<file path="config.mk">
export PLATFORM = sky130hd
export DESIGN_NAME = digit_scan_driver
export DESIGN_NICKNAME = d
export VERILOG_FILES = /design/src/rtl/scan_pkg.sv /design/src/rtl/scan_timer.sv /design/src/rtl/digit_scan_driver.sv
export SDC_FILE = /design/constraint.sdc
export NUM_CORES = 1
export LEC_CHECK = 0
export ABC_AREA = 1
export BUFFER_PORTS_ARGS = -buffer_cell sky130_fd_sc_hd__buf_2
export CAP_MARGIN = 20
export CORE_MARGIN = 2
export CORE_UTILIZATION = 55
export CTS_CLUSTER_DIAMETER = 60
export CTS_CLUSTER_SIZE = 14
export DETAILED_ROUTE_END_ITERATION = 12
export PLACE_DENSITY = 0.84
export REMOVE_ABC_BUFFERS = 1
export SKIP_LAST_GASP = 1
export SLEW_MARGIN = 20
export SYNTH_ARGS = -nofsm -noshare
export SYNTH_HDL_FRONTEND = slang
export SYNTH_SLANG_ARGS = --single-unit
</file>
<file path="constraint.sdc">
create_clock -name clk -period 4.07 [get_ports clk]
set_input_delay 1.0175 -clock clk [delete_from_list [all_inputs] [get_ports clk]]
set_output_delay 1.0175 -clock clk [all_outputs]
set_load 0.02 [all_outputs]
</file>
<file path="src/rtl/scan_pkg.sv">
// Shared types and constants for the digit scanner: FSM encoding, decoder enable codes, index width.
package scan_pkg;

  typedef enum logic [1:0] {
    ST_IDLE  = 2'd0,
    ST_SHOW  = 2'd1,
    ST_BLANK = 2'd2
  } scan_state_t;

  localparam logic [2:0] G_ON  = 3'b001;
  localparam logic [2:0] G_OFF = 3'b110;
  localparam int         IDX_W = 3;

  function automatic int max2(input int x, input int y);
    return (x > y) ? x : y;
  endfunction

endpackage

</file>
<file path="src/rtl/scan_timer.sv">
// Dwell/blank down-counter: loads a value, counts to zero, flags terminal count.
// tc is a pure function of the counter register; load takes effect at the next edge.
module scan_timer #(
  parameter int CW = 3
) (
  input  logic          clk,
  input  logic          rst,
  input  logic          load,
  input  logic [CW-1:0] load_val,
  output logic          tc
);

  logic [CW-1:0] cnt_q;
  logic [CW-1:0] cnt_d;

  always_comb begin
    cnt_d = cnt_q;
    if (load) begin
      cnt_d = load_val;
    end else if (cnt_q != '0) begin
      cnt_d = cnt_q - 1'b1;
    end
  end

  always_ff @(posedge clk or posedge rst) begin
    if (rst) begin
      cnt_q <= '0;
    end else begin
      cnt_q <= cnt_d;
    end
  end

  assign tc = (cnt_q == '0);

endmodule

</file>
<file path="src/rtl/digit_scan_driver.sv">
// Time-multiplexed digit scanner feeding a 3-to-8 decoder, with a frame-synchronous double-buffered display word.
// All outputs come straight from registers; no flow control, writes are accepted every cycle.
module digit_scan_driver
  import scan_pkg::*;
#(
  parameter int DIV   = 4,
  parameter int BLANK = 1,
  parameter int NDIG  = 8
) (
  input  logic        clk,
  input  logic        rst,
  input  logic        en,
  input  logic        wr,
  input  logic [31:0] wdata,
  output logic        a,
  output logic        b,
  output logic        c,
  output logic [2:0]  g,
  output logic [3:0]  nib,
  output logic        frame,
  output logic        pending
);

  localparam int CW = $clog2(max2(DIV, BLANK) + 1);
  localparam logic [CW-1:0]    DIV_LD   = CW'(DIV - 1);
  localparam logic [CW-1:0]    BLANK_LD = CW'((BLANK > 0) ? BLANK - 1 : 0);
  localparam logic [IDX_W-1:0] LAST_IDX = IDX_W'(NDIG - 1);

  scan_state_t      state_q, state_d;
  logic [IDX_W-1:0] idx_q, idx_d;
  logic [31:0]      active_q, active_d;
  logic [31:0]      shadow_q, shadow_d;
  logic             pending_q, pending_d;
  logic             frame_q, frame_d;
  logic [2:0]       g_q, g_d;

  logic             tmr_load;
  logic [CW-1:0]    tmr_val;
  logic             tmr_tc;
  logic             commit;
  logic             wrap;

  scan_timer #(.CW(CW)) u_timer (
    .clk      (clk),
    .rst      (rst),
    .load     (tmr_load),
    .load_val (tmr_val),
    .tc       (tmr_tc)
  );

  always_comb begin
    state_d  = state_q;
    idx_d    = idx_q;
    frame_d  = 1'b0;
    tmr_load = 1'b0;
    tmr_val  = '0;
    commit   = 1'b0;
    wrap     = 1'b0;

    // Dropping en overrides everything, whatever the current phase.
    if (!en) begin
      state_d  = ST_IDLE;
      idx_d    = '0;
      tmr_load = 1'b1;
    end else begin
      case (state_q)
        ST_IDLE: begin
          state_d  = ST_SHOW;
          idx_d    = '0;
          tmr_load = 1'b1;
          tmr_val  = DIV_LD;
          commit   = 1'b1;
        end
        ST_SHOW: begin
          if (tmr_tc) begin
            wrap     = (idx_q == LAST_IDX);
            idx_d    = wrap ? '0 : idx_q + 1'b1;
            frame_d  = wrap;
            commit   = wrap;
            tmr_load = 1'b1;
            if (BLANK > 0) begin
              state_d = ST_BLANK;
              tmr_val = BLANK_LD;
            end else begin
              tmr_val = DIV_LD;
            end
          end
        end
        ST_BLANK: begin
          if (tmr_tc) begin
            state_d  = ST_SHOW;
            tmr_load = 1'b1;
            tmr_val  = DIV_LD;
          end
        end
        default: begin
          state_d = ST_IDLE;
          idx_d   = '0;
        end
      endcase
    end

    g_d = (state_d == ST_SHOW) ? G_ON : G_OFF;
  end

  // A write landing on a commit edge bypasses the shadow so it is visible this frame.
  always_comb begin
    active_d  = active_q;
    shadow_d  = shadow_q;
    pending_d = pending_q;
    if (commit) begin
      if (wr) begin
        active_d  = wdata;
        shadow_d  = wdata;
        pending_d = 1'b0;
      end else if (pending_q) begin
        active_d  = shadow_q;
        pending_d = 1'b0;
      end
    end else if (wr) begin
      shadow_d  = wdata;
      pending_d = 1'b1;
    end
  end

  always_ff @(posedge clk or posedge rst) begin
    if (rst) begin
      state_q   <= ST_IDLE;
      idx_q     <= '0;
      active_q  <= '0;
      shadow_q  <= '0;
      pending_q <= 1'b0;
      frame_q   <= 1'b0;
      g_q       <= G_OFF;
    end else begin
      state_q   <= state_d;
      idx_q     <= idx_d;
      active_q  <= active_d;
      shadow_q  <= shadow_d;
      pending_q <= pending_d;
      frame_q   <= frame_d;
      g_q       <= g_d;
    end
  end

  assign {c, b, a} = idx_q;
  assign g         = g_q;
  assign nib       = active_q[{idx_q, 2'b00} +: 4];
  assign frame     = frame_q;
  assign pending   = pending_q;

endmodule

</file>
---- Word level (Yosys, flattened, before mapping) ----
Index checks and enable logic that the tools add are counted.
operators by class
  div/mod/pow operators ................... 0
  equal/unequal tests ..................... 6
  order comparisons ....................... 0
  muxes and demuxes ....................... 26
  shift-type cells ........................ 1
  add/subtract/negate cells ............... 2
  reduce and logical (&&, ||, !) cells .... 9
  multipliers ............................. 0
  bitwise operators ....................... 0
operators with widths
  cell                                                                number
  32-bit 2-to-1 mux                                                   2
  32-bit by 6-bit indexed part select with 4-bit output               1
  3-bit 2-to-1 mux                                                    6
  2-bit 2-to-1 mux                                                    5
  1-bit 2-to-1 mux                                                    8
  2-bit case mux with 3 select lines                                  1
  3-bit case mux with 2 select lines                                  1
  2-bit nonzero test                                                  3
  2-bit by 1-bit == test with 1-bit output, second input constant     2
  1-bit case mux with 2 select lines                                  2
  2-bit case mux with 2 select lines                                  1
  2-bit AND reduction                                                 2
  3-bit by 1-bit adder with 3-bit output, second input constant       1
  3-bit == test, second input constant                                1
  3-bit logical NOT                                                   1
  3-bit != test, second input constant                                1
  3-bit nonzero test                                                  1
  3-bit by 1-bit subtractor with 3-bit output, second input constant  1
  2-bit == test, second input constant                                1
  2-bit logical NOT                                                   1
  2-bit != test, second input constant                                1
  2-bit OR reduction                                                  1
word-level totals
  word-level logic and storage cells ...... 52
  memories kept ........................... 0
  input bits .............................. 36
  bits in read-only memories .............. 0
  bits in latches ......................... 0
  register bits after elaboration ......... 77
  RAM bits ................................ 0
  output and inout port bits .............. 12

---- Logic depth before layout (Yosys ltp) ----
  depth after elaboration ................. 6
  gate-level depth with buffers ........... 10
  depth with buffers taken out ............ 9

---- Modules after synthesis ----
From an unflattened synthesis, not the netlist that was laid out.
unflattened totals
  cells, all modules ...................... 473
  area total of the unflattened synthesis .. 3617.2 um2
modules (own cells, without submodules)
  module             sequential area each (um2)  cells each  area each (um2)  instances
  digit_scan_driver  1828.0                      440         3405.8           1
  scan_timer         75.1                        33          211.5            1

---- Least setup slack after synthesis ----
OpenSTA, ideal clock, no wires.
  path kind ............................... register -> output
  start ................................... register idx_q[0]
  end ..................................... output port nib[0]
  arrival ................................. 1.313 ns
  slack ................................... 1.739 ns
  buffers on the path ..................... 1
  cell stages (with the launch flop) ...... 6
  cell sequence ........................... dfrtp_1 clkbuf_1 o21ai_0 o22ai_1 nand2_1 nand2_1
between the ends
  cells in the longest elaborated chain, start to end .. 1
RTL lines
  element                                                RTL line                  source
  from (decl)                                            digit_scan_driver.sv:30   logic [IDX_W-1:0] idx_q, idx_d;
  from (signal assigned)                                 digit_scan_driver.sv:137  idx_q <= idx_d;
  32-bit by 6-bit indexed part select with 4-bit output  digit_scan_driver.sv:148  assign nib = active_q[{idx_q, 2'b00} +: 4];
  to (decl)                                              digit_scan_driver.sv:19   output logic [3:0] nib,
Every way passes these cells.

---- Worst setup path in the final report ----
Same ends and word-level chain as after synthesis.

==> flow_metrics.py <==
metrics = {
    "clock_network": {
        "cts_tree": "built",
        "clock-root-buffer": "clkbuf_8",
        "postCtsHoldBufs": 0,
        "cts-buffers-inserted": 9,
        "post-cts-setup-buffer-count": 0,
        "clk_path_buf_depth": 2,
        "cts.sinks": 76,
        "htreeDepth": 3,
        "clk-insertion-delay-late_ns": 0.35,
        "clkSlewWorstSetupHoldPaths_ns": 0.07,
        "cts_resized": 0,
    },
    "logic_synthesis": {
        "synth-edff-count": 0,
        "yosysTopAreaCell": "dfrtp_1",
        "avgSynthCellArea_um2": 8.320,
        "ys_seq_area_share_pct": 55.65,
        "yosysUniqueCellTypes": 22,
        "syn-cell-area_um2": 3420,
        "async_reset_ff_share_pct": 100.0,
        "ys_ff_latch": 76,
        "netlist.area_leader.share_pct": 54.88,
        "synth_area_leaders": "dfrtp_1 (55%), nand2_1 (21%), nand3_1 (5.7%), o21ai_0 (3.1%), ha_1 (2.9%)",
        "synth_top_flop_cell": "dfrtp_1",
        "synth_warnings": 0,
        "synthCells": 411,
    },
    "placed_design": {
        "portBuffers": 47,
        "place_congestion": 0.8147,
        "dpl_cell_area_um2": 3676,
        "post-place-ws_ns": 1.415,
        "dp_hpwl_mm": 4.907,
    },
    "cells_and_area": {
        "fin_area_um2": 3865,
        "seq_area_um2": 1903,
        "nets": 500,
        "fillers": 520,
        "diodes": 0,
        "multi_input_area_um2": 1316,
        "area_delta_synth_final_pct": 13.03,
        "final_common_cell": "nand2_1",
        "drive_gt1_share_pct": 16.05,
        "final_cell_mix": "nand2_1 (190), dfrtp_1 (75), buf_2 (47)",
    },
    "floorplan": {
        "io_pins": 48,
        "start_util_pct": 57.42,
        "core_um2": 5956,
        "rows": 28,
        "fp.dieW_um": 82.85,
        "die_area_um2": 6864,
        "die_height_um": 82.85,
    },
    "pwr": {
        "ir_drop_uv": 354.3,
        "p_leak_nw": 2.160,
        "p_per_area_nw_per_um2": 639.2,
    },
    "global_routing": {
        "grt_pass1_vias": 2726,
        "grt_max_degree": 51,
        "grt_use_total_pct": 22.08,
        "antenna_found_initial": 0,
        "gr-total-overflow": 0,
        "grt_pass1_wl_mm": 12.34,
    },
    "worst_setup_path": {
        "cp-end-kind": "primary output",
        "r2r_end": "active_q[13]",
        "critPathRequiredTime_ns": 3.05,
        "r2r-start": "idx_q[0]",
        "rr_worst_depth": 7,
        "critical_path_class": "flip-flop to primary output",
        "reg2reg_slack_ns": 1.74,
        "startpoint_type": "flip-flop",
        "arrival_ns": 2.04,
        "crit_fanout": 19,
    },
    "worst_hold_path": {
        "hp-class": "flip-flop to flip-flop",
        "min_path_cells": 2,
        "hold_start": "shadow_q[30]",
        "hold_end": "shadow_q[30]",
    },
    "sta": {
        "clock.fmax_ghz": 0.3265,
        "rsz0062_at_grt": "false",
        "period_share_pct": 75.24,
        "relSlewSlack_pct": 42.52,
        "worst_slack_ns": 1.008,
        "finClkSkew_ns": 0.005084,
        "maxSlewViolCount": 0,
        "worstMarginPinSlew_ns": 0.8613,
        "tns_ns": 0,
        "hold_viol_final": 0,
        "finalCriticalPeriod_ns": 3.062,
        "setup_viol": 0,
    },
    "route": {
        "dr_wl_met3_um": 448,
        "drt-pass1-iter-count": 4,
        "vias": 2802,
        "m1WireLength_mm": 3.182,
        "drtAntennaViolNets": 0,
        "wl_mm": 7.151,
        "wire_per_inst_um": 13.34,
        "drt_iter0_markers": 195,
        "drc": 0,
        "routed_via_density": 5.228,
        "route.met2.wl_mm": 3.381,
        "top_layer": "met4",
    },
    "job": {
        "drv_cap": 0,
    },
    "outcome": {
        "status": "completed",
    },
}
## per-layer routing
metal / track usage, % / up-vias
met3: 3.777 / 15
met2: 34.60 / 101
met4: 9.687 / 0
met1: 30.50 / 1294
li1: - / 1392
met5: 0 / -
## where the power goes
group          leakage, nW  switching, mW  total [mW]  internal [mW]
Combinational         1.11          0.550       0.832          0.281
Sequential           0.949          0.141        1.11          0.964
Clock               0.0982          0.265       0.534          0.268
Total                 2.16          0.957        2.47           1.51
## flip-flops by register name (all words and copies together), names as in the netlist
signal / cells
active_q: 32
shadow_q: 32
idx_q: 3
u_timer.cnt_q: 3
g: 2
state_q: 2
frame: 1
pending: 1
## final cells by class
| cell class | instances | area share [%] |
|---|---|---|
| sequential | 76 | 49.24 |
| timing repair buffer | 53 | 7.252 |
| multi-input combinational | 294 | 34.06 |
| tap | 75 | 2.428 |
| clock inverter | 4 | 0.5827 |
| inverter | 22 | 2.169 |
| clock buffer | 12 | 4.273 |
## through the flow
stage / hold WS [ns] / total power [mW] / util [%] / instances
5_1_grt: 0.5021 / 2.637 / 64.90 / 536
3_3_place_gp: 0.4550 / 1.896 / 61.72 / 520
6_report: 0.4690 / 2.471 / 64.90 / 536
3_5_place_dp: 0.4570 / 1.940 / 61.72 / 520
4_1_cts: 0.4748 / 2.473 / 64.87 / 536
2_1_floorplan: 0.4366 / 1.672 / - / 392
## worst max-delay path: stages, from the launching register on
cell and delay, ns:
dfrtp_1 0.66, inv_1 0.34, o21ai_0 0.31, o22ai_1 0.10
nand2_1 0.07, nand2_1 0.06, buf_2 0.16
## logic make-up (layout without fill, tap and decap cells)
logic type	after synthesis	after routing	synth area share, %
AOI/OAI and AO/OA	33	33	5.635
xor gates and xnor gates	1	1	0.2562
adders and majority gates	8	8	2.927
buffers and inverters	41	91	5.854
DFF	76	76	55.65
and+or+nand+nor	252	252	29.67
## Yosys cell counts (2+ instances only)
master and n:
inv_1 21, o22ai_1 8, nand3_1 39, buf_2 7
clkbuf_1 5, ha_1 8, nand2_1 190, a21oi_1 2
o21ai_0 21, dfrtp_1 75, nor2_1 19, buf_6 3
buf_4 4
## how the worst max path moves through the flow
stage	startpoint	endpoint	slack [ns]	cells after the start
floorplan	rst	active_q[0]	1.12	1
global placement	wr	active_q[17]	1.47	7
detailed placement	wr	active_q[21]	1.41	7
CTS	idx_q[0]	nib[0]	1.07	6
global route	idx_q[0]	nib[1]	0.88	6
finish	idx_q[0]	nib[0]	1.01	6
No activity file was read; power rests on OpenSTA's default activity.
